## config.mk

```make
export PLATFORM = sky130hd
export DESIGN_NAME = chrom_serial_loader
export DESIGN_NICKNAME = d
export VERILOG_FILES = /design/src/rtl/chrom_serial_loader.sv
export SDC_FILE = /design/constraint.sdc
export NUM_CORES = 1
export LEC_CHECK = 0
export ABC_AREA = 1
export CAP_MARGIN = 15
export CORE_MARGIN = 2
export CORE_UTILIZATION = 49
export DETAILED_ROUTE_END_ITERATION = 16
export PLACE_DENSITY = 0.75
export SETUP_SLACK_MARGIN = 0.1
export SKIP_LAST_GASP = 1
export SYNTH_ARGS = -nofsm -noshare
export SYNTH_HDL_FRONTEND = slang
export SYNTH_SLANG_ARGS = --single-unit
```

## constraint.sdc

```tcl
create_clock -name clk -period 1.5 [get_ports clk]
set_input_delay 0.375 -clock clk [delete_from_list [all_inputs] [get_ports clk]]
set_output_delay 0.375 -clock clk [all_outputs]
set_load 0.03 [all_outputs]
```

## src/rtl/chrom_serial_loader.sv

```systemverilog
// chrom_serial_loader: assembles a framed byte stream (header, payload,
// XOR checksum) into a chromosome word and commits it atomically once the
// checksum matches. The committed word only changes on a good frame.
module chrom_serial_loader #(
    parameter int                   CHROM_W     = 86,
    parameter logic [7:0]           HDR_BYTE    = 8'hA5,
    parameter int                   TIMEOUT_CYC = 100000,
    parameter logic [CHROM_W-1:0]   RESET_CHROM = '0
) (
    input  logic               clk,
    input  logic               rst_n,
    input  logic [7:0]         in_data,
    input  logic               in_valid,
    output logic               in_ready,
    output logic [CHROM_W-1:0] chrom,
    output logic               chrom_update,
    output logic               frame_err,
    output logic [1:0]         err_code,
    output logic               busy
);

    localparam int NBYTES = (CHROM_W + 7) / 8;
    localparam int CNT_W  = $clog2(NBYTES + 1);
    localparam int TO_W   = $clog2(TIMEOUT_CYC + 1);

    localparam logic [CNT_W-1:0] CNT_LAST = CNT_W'(NBYTES - 1);
    localparam logic [TO_W-1:0]  TO_LAST  = TO_W'(TIMEOUT_CYC - 1);

    localparam logic [1:0] ST_IDLE    = 2'd0;
    localparam logic [1:0] ST_PAYLOAD = 2'd1;
    localparam logic [1:0] ST_CHECK   = 2'd2;
    localparam logic [1:0] ST_COMMIT  = 2'd3;

    localparam logic [1:0] ERR_NONE    = 2'b00;
    localparam logic [1:0] ERR_CSUM    = 2'b01;
    localparam logic [1:0] ERR_TIMEOUT = 2'b10;

    logic [1:0]         state_q, state_d;
    logic [CNT_W-1:0]   cnt_q, cnt_d;
    logic [7:0]         csum_q, csum_d;
    logic [CHROM_W-1:0] shadow_q, shadow_d;
    logic [TO_W-1:0]    to_q, to_d;
    logic [CHROM_W-1:0] chrom_q, chrom_d;
    logic               upd_q, upd_d;
    logic               err_q, err_d;
    logic [1:0]         code_q, code_d;
    logic               accept;

    // Handshake: the loader stalls the source only during the commit hold-off.
    always_comb begin
        in_ready = (state_q != ST_COMMIT);
        accept   = in_valid && in_ready;
    end

    // Frame sequencing, payload assembly, checksum and inter-byte timeout.
    always_comb begin
        state_d  = state_q;
        cnt_d    = cnt_q;
        csum_d   = csum_q;
        shadow_d = shadow_q;
        to_d     = to_q;
        chrom_d  = chrom_q;
        upd_d    = 1'b0;
        err_d    = 1'b0;
        code_d   = code_q;

        case (state_q)
            ST_IDLE: begin
                to_d = '0;
                // Anything that is not a header is line noise and is dropped.
                if (accept && (in_data == HDR_BYTE)) begin
                    state_d = ST_PAYLOAD;
                    cnt_d   = '0;
                    csum_d  = '0;
                    code_d  = ERR_NONE;
                end
            end

            ST_PAYLOAD: begin
                if (accept) begin
                    // Bits of the last byte beyond CHROM_W are padding and
                    // are not stored, but still feed the checksum.
                    for (int k = 0; k < NBYTES; k++) begin
                        for (int b = 0; b < 8; b++) begin
                            if ((8 * k + b) < CHROM_W) begin
                                if (cnt_q == CNT_W'(k)) begin
                                    shadow_d[8 * k + b] = in_data[b];
                                end
                            end
                        end
                    end
                    csum_d = csum_q ^ in_data;
                    to_d   = '0;
                    if (cnt_q == CNT_LAST) begin
                        state_d = ST_CHECK;
                    end else begin
                        cnt_d = cnt_q + CNT_W'(1);
                    end
                end else if (to_q == TO_LAST) begin
                    state_d = ST_IDLE;
                    err_d   = 1'b1;
                    code_d  = ERR_TIMEOUT;
                    to_d    = '0;
                end else begin
                    to_d = to_q + TO_W'(1);
                end
            end

            ST_CHECK: begin
                if (accept) begin
                    to_d = '0;
                    if (in_data == csum_q) begin
                        chrom_d = shadow_q;
                        upd_d   = 1'b1;
                        state_d = ST_COMMIT;
                    end else begin
                        err_d   = 1'b1;
                        code_d  = ERR_CSUM;
                        state_d = ST_IDLE;
                    end
                end else if (to_q == TO_LAST) begin
                    state_d = ST_IDLE;
                    err_d   = 1'b1;
                    code_d  = ERR_TIMEOUT;
                    to_d    = '0;
                end else begin
                    to_d = to_q + TO_W'(1);
                end
            end

            ST_COMMIT: begin
                // One-cycle hold-off so downstream sees the new word settle.
                state_d = ST_IDLE;
                to_d    = '0;
            end

            default: begin
                state_d = ST_IDLE;
                to_d    = '0;
            end
        endcase
    end

    // State registers; reset discards any partial frame.
    always_ff @(posedge clk) begin
        if (!rst_n) begin
            state_q  <= ST_IDLE;
            cnt_q    <= '0;
            csum_q   <= '0;
            shadow_q <= '0;
            to_q     <= '0;
            chrom_q  <= RESET_CHROM;
            upd_q    <= 1'b0;
            err_q    <= 1'b0;
            code_q   <= ERR_NONE;
        end else begin
            state_q  <= state_d;
            cnt_q    <= cnt_d;
            csum_q   <= csum_d;
            shadow_q <= shadow_d;
            to_q     <= to_d;
            chrom_q  <= chrom_d;
            upd_q    <= upd_d;
            err_q    <= err_d;
            code_q   <= code_d;
        end
    end

    // Output mapping.
    always_comb begin
        chrom        = chrom_q;
        chrom_update = upd_q;
        frame_err    = err_q;
        err_code     = code_q;
        busy         = (state_q != ST_IDLE);
    end

endmodule

```

==> metrics.md, run 1 <==
| Metric | Value |
|---|---|
| DRT Pass-1 Iters | 5 |
| # fillers | 629 |
| Hold slack | 307 ps |
| RSZ-0062 raised after global routing | true |
| First-pass GRT wire length | 41.1 mm |
| Crit path DAT | 2390 ps |
| Fmax achieved | 515 MHz |
| Cell Area, Placed | 0.0101 sq mm |
| Largest net degree at the start of global routing | 69 |
| CP most frequent cell | nand2_8 |
| R2r endpoint | shadow_q[47] |
| CP required | 1940 ps |
| Routed wire length per instance | 23.9 um |
| Final HPWL DP | 12.7 mm |
| Die width | 131 um |
| # hold bufs at CTS | 0 |
| Synth Flop Type | dfxtp_1 |
| Cts bufs inserted | 21 |
| Worst R2R Setup Slack | -440 ps |
| Cell area after synthesis | 0.00794 sq mm |
| Full die area | 0.0172 sq mm |
| CP delay by family, top | buffers and inverters |
| CP max FO | 6 |
| Ranking of synthesized cells by area | dfxtp_1, o21ai_0, a21oi_1 |
| Slowest CP cell | dfxtp_4 |
| H-tree levels | 1 |
| Flip-flop and latch area | 0.00421 sq mm |
| Grt total ovfl | 0 |
| Outcome | finished with violations |
| Port bufs | 102 |
| CTS Sinks | 207 |
| Area grow syn2layout | 73.5% |
| Synth Area per Inst | 7.72 sq um |
| Post-route setup slack | -443 ps |
| Failing checks | setup timing |
| Max Cap Viol | 0 |
| Post-synth cell types | 29 |
| Via-per-instance ratio | 6.11 |
| Post-synth ARST share | 0% |
| GRT Util Overall | 29.1% |
| Clk root buf | clkbuf_16 |
| Most frequent cell after synthesis | dfxtp_1 |
| Vias | 9039 |
| Synthesized netlist cell count | 1028 |
| Ys Warns | 0 |
| Net Count, Synth | 1048 |
| CTS max path bufs | 3 |
| Ratio of cells with drive above 1 in the final layout | 53.4% |
| Max-slew violations | 0 |
| Final net count | 1272 |
| CP Capture Type | flip-flop |
| Hold Path Origin | rst_n |
| Die Span Y | 131 um |
| Critical Path Max Stage Delay | 360 ps |
| Crit path time final | 1940 ps |
| Final Cell Area | 0.0138 sq mm |
| Total Routed Length | 35.3 mm |
| Sequential share of the synthesized area | 52.2% |
| Vias in the first global route | 8015 |
| Fin crit share | 130% |
| Worst vdd ir | 0.767 mV |
| Post-synth top cells | dfxtp_1, o21ai_0, a21oi_1 |
| R2R Path Start | state_q[0] |
| Worst Setup Start Kind | flip-flop |
| Pre-CTS setup slack | -730 ps |
| TritonCTS clock tree | built |
| CP Class | reg2reg |
| Layout Skew | 20.1 ps |
| Final-report hold violation count | 0 |
| Total Neg Setup Slack | -53420 ps |
| Initial DRC count | 1127 |
| Initial Util | 50.1% |
| Num rows | 46 |
| PwrDens | 900 mW/mm^2 |
| Hold Crit Class | in2reg |
| Area share of the largest cell type after synthesis | 52.2% |
| CORE AREA | 0.0158 sq mm |
| Multi-input gate area | 0.00484 sq mm |
| Top cell type by total area after synthesis | dfxtp_1 |
| #FFs+latches synth | 207 |
| Worst hold endpoint | chrom[76] |
| Worst-Margin Slew | 636 ps |
| Setup Viol. Count Final | 195 |
| Antenna-violating nets left | 0 |
| Initial antenna violation count | 0 |
| Ports | 103 |
| WHS Path Cells | 3 |
| Worst-path cell chain | buf_6 -> ha_4 -> inv_8 -> nand2_8 -> clkinv_8 -> nand2_8 -> clkinv_8 -> nand2_8 -> buf_6 -> nor2_4 -> buf_12 -> o21ai_2 -> nor2_1 |
| R2R cell count | 13 |
| DRC errors left | 0 |
| Post-synth EDFFs | 0 |
| Slew margin rel. | 57.6% |
| Gpl congestion | 0.834 |
| CTS clk-pin slew, worst paths | 70 ps |
| Worst-skew pair later-pin latency | 520 ps |
| N_diodes | 0 |
| WP buf/inv | 6 |
| Static Leak | 0.00528 uW |
worst max-delay path by stage:
| stage | slack, ps | end | cells past startpoint | from |
|---|---|---|---|---|
| 3_5_place_dp | -730 | csum_q[3] | 8 | in_data[1] |
| 3_3_place_gp | -680 | csum_q[1] | 8 | in_data[6] |
| 6_report | -440 | shadow_q[47] | 13 | state_q[0] |
| 4_1_cts | -300 | busy | 6 | state_q[0] |
| 5_1_grt | -490 | shadow_q[30] | 13 | state_q[0] |
| 2_1_floorplan | 30 | shadow_q[52] | 11 | state_q[1] |
layout make-up:
| type | instances | share of cell area, % |
|---|---|---|
| Inverter | 145 | 4.30 |
| Sequential cell | 207 | 30.6 |
| Multi-Input combinational cell | 617 | 35.2 |
| Clock buffer | 31 | 4.60 |
| Tap cell | 216 | 1.96 |
| Timing Repair Buffer | 260 | 23.2 |
| Clock inverter | 4 | 0.200 |
cells in the final DEF, fill, tap and decap left out, types with 32 or more instances in the layout:
cell     instances
inv_1          119
dfxtp_2         42
o21ai_4         50
dfxtp_1        162
o21ai_2         97
a21oi_1         79
buf_6           85
a21oi_2         73
buf_4          100
nor2_1          96
nand2_1         54
buf_12          32
worst register-to-register path: cells and delay by family (launching register included):
kind,cells,cell delay (ps)
adder cells (fa/ha/maj),1,170
AND/OR/NAND/NOR,5,610
flip-flops,1,360
buffers and inverters,6,670
AO/OA/AOI/OAI,1,70
routing by layer:
metal / GRT usage [%] / wire (um) / vias up
met5: 0 / 0 / -
met4: 11.1 / 2940 / 0
met3: 5.63 / 3130 / 267
met2: 51.1 / 16700 / 682
met1: 35.4 / 12500 / 4309
li1: - / - / 3781
timing repair:
item	in CTS	in global routing
setup endpoints to repair	299	265
gates resized for setup	738	477
setup buffers	31	27
pin swaps	31	93
endpoints found under the hold margin	0	0
cloned	20	9
cells by family (layout without fill, tap and decap cells):
kind of cell / count (synthesis) / count (layout) / synth area share [%]
buffers and inverters: 204 / 440 / 10.2
AOI/OAI and AO/OA: 339 / 339 / 21.5
DFF: 207 / 207 / 52.2
and+or+nand+nor: 258 / 258 / 13.5
adders and majority gates: 9 / 9 / 1.42
xor gates and xnor gates: 11 / 11 / 1.21
registers in the layout (all words and copies together) (netlist names):
register and flops:
csum_q 8, frame_err 1, state_q 2, cnt_q 4, chrom_update 1, err_code 2, chrom 86, to_q 17
shadow_q 86
stage by stage:
step / cells / util (%) / power [uW]
after floorplan: 1028 / - / 6280
after global placement: 1364 / 64.1 / 6670
after detailed placement: 1364 / 64.1 / 6680
after CTS: 1450 / 75.7 / 11800
after global routing: 1480 / 87.0 / 12600
final: 1480 / 87.0 / 12400
power breakdown:
group          switching [uW]  leakage [uW]  internal (uW)
Clock                    2300      0.000329           2920
Combinational             909       0.00326            654
Sequential               61.1       0.00169           5550
(Power assumes the default switching activity.)
==> inputs of run 2 (changes only) <==
SKIP_CTS_REPAIR_TIMING = 1   (was default)
==> metrics.md, run 2 (synthesis gave the netlist of run 1 again) <==
| Metric | Value |
|---|---|
| Outcome | finished with violations |
| Failing checks | setup timing |
| Ports | 103 |
| Total Routed Length | 29.4 mm |
| Routed met3 length | 2.16 mm |
| Final HPWL DP | 12.7 mm |
| Max Cap Viol | 0 |
| # fillers | 838 |
| Area grow syn2layout | 61.4% |
| CORE AREA | 0.0158 sq mm |
| Hold Crit Class | in2reg |
| Clk root buf | clkbuf_16 |
| Hold slack | 274 ps |
| CTS clk-pin slew, worst paths | 70 ps |
| PwrDens | 944 mW/mm^2 |
| Worst-skew pair later-pin latency | 510 ps |
| Worst vdd ir | 0.751 mV |
| Static Leak | 0.00509 uW |
| Full die area | 0.0172 sq mm |
| DRT Pass-1 Iters | 8 |
| Cts bufs inserted | 21 |
| Top layer used by detailed routing | met4 |
| WHS Path Cells | 3 |
| Core Util, Final | 80.9% |
| Crit path time final | 1880 ps |
| CP Class | reg2reg |
| GRT Util Overall | 22.0% |
| Gpl congestion | 0.834 |
| Initial Util | 50.1% |
| Post-route setup slack | -379 ps |
| Worst Setup Start Kind | flip-flop |
| Vias | 8325 |
| Fmax achieved | 532 MHz |
| CTS Sinks | 207 |
| R2R cell count | 11 |
| Final net count | 1248 |
| Routed wire length per instance | 20.2 um |
| H-tree levels | 1 |
| Initial DRC count | 1042 |
| Die Span Y | 131 um |
| Crit path DAT | 2260 ps |
| DRT met1 WL | 11.2 mm |
| N_diodes | 0 |
| WL met2 | 14.6 mm |
| Fin crit share | 125% |
| DRC errors left | 0 |
| Total Power | 12100 uW |
| RSZ-0062 raised after global routing | true |
| Num rows | 46 |
| First-pass GRT wire length | 32.1 mm |
| CP required | 1880 ps |
| Port bufs | 102 |
| Grt total ovfl | 0 |
| Max-slew violations | 0 |
| Slew margin rel. | 54.7% |
| Antenna-violating nets left | 0 |
| Final-report hold violation count | 0 |
| CP max FO | 8 |
| Pre-CTS setup slack | -730 ps |
| Cell Area, Placed | 0.0101 sq mm |
| Via-per-instance ratio | 5.72 |
| Final Cell Area | 0.0128 sq mm |
| Layout Skew | 18.0 ps |
| Die width | 131 um |
| Initial antenna violation count | 0 |
| Commonest non-fill, non-tap cell in the layout | dfxtp_1 |
| CP Capture Type | flip-flop |
| TritonCTS clock tree | built |
| Setup Viol. Count Final | 193 |
| Largest net degree at the start of global routing | 69 |
| Ratio of cells with drive above 1 in the final layout | 46.5% |
| Worst-Margin Slew | 679 ps |
| Vias in the first global route | 6705 |
| CTS max path bufs | 3 |
| Most frequent cells in the layout | dfxtp_1, inv_1, buf_4, nor2_1, a21oi_1 |
==> run 2: final cells by class <==
class	count	area (sq um)	share of cell area (%)
tap	216	270	2.11
sequential	207	4200	32.8
timing repair buffer	236	2740	21.4
inverter	145	591	4.61
clock buffer	31	633	4.94
clock inverter	4	27.5	0.215
multi-input combinational	617	4350	34.0
==> run 2: path summary, 6_finish.rpt <==
check | to | slack [ps] | from
max | chrom[74] | -380 | state_q[0]
min | chrom[68] | 270 | rst_n
max reg2reg | chrom[74] | -380 | state_q[0]
min reg2reg | chrom[28] | 440 | chrom[28]
==> run 2: through the flow <==
stage	TNS, ps	std cells
2_1_floorplan	0	1028
3_3_place_gp	-91510	1364
3_5_place_dp	-97840	1364
4_1_cts	-48980	1399
6_report	-43300	1456
5_1_grt	-52210	1456
==> run 2: worst max-delay path, stage by stage (launching register included) <==
cell	delay, ps
dfxtp_4	360
buf_4	140
ha_4	170
inv_8	60
nand2_8	70
clkinv_8	90
nand4_4	160
buf_12	200
buf_12	130
buf_12	140
o21ai_4	190
a21oi_2	50
==> run 2: metal layers <==
| layer | GRT usage (%) | up-vias |
|---|---|---|
| li1 | - | 3743 |
| met1 | 29.0 | 4004 |
| met2 | 37.7 | 452 |
| met3 | 3.67 | 126 |
| met4 | 5.74 | 0 |
| met5 | 0 | - |
==> run 2: report_power, final <==
| group | internal (uW) | switching [uW] | total, uW |
|---|---|---|---|
| clock network | 2910 | 2190 | 5100 |
| logic | 590 | 803 | 1390 |
| registers | 5540 | 49.4 | 5590 |
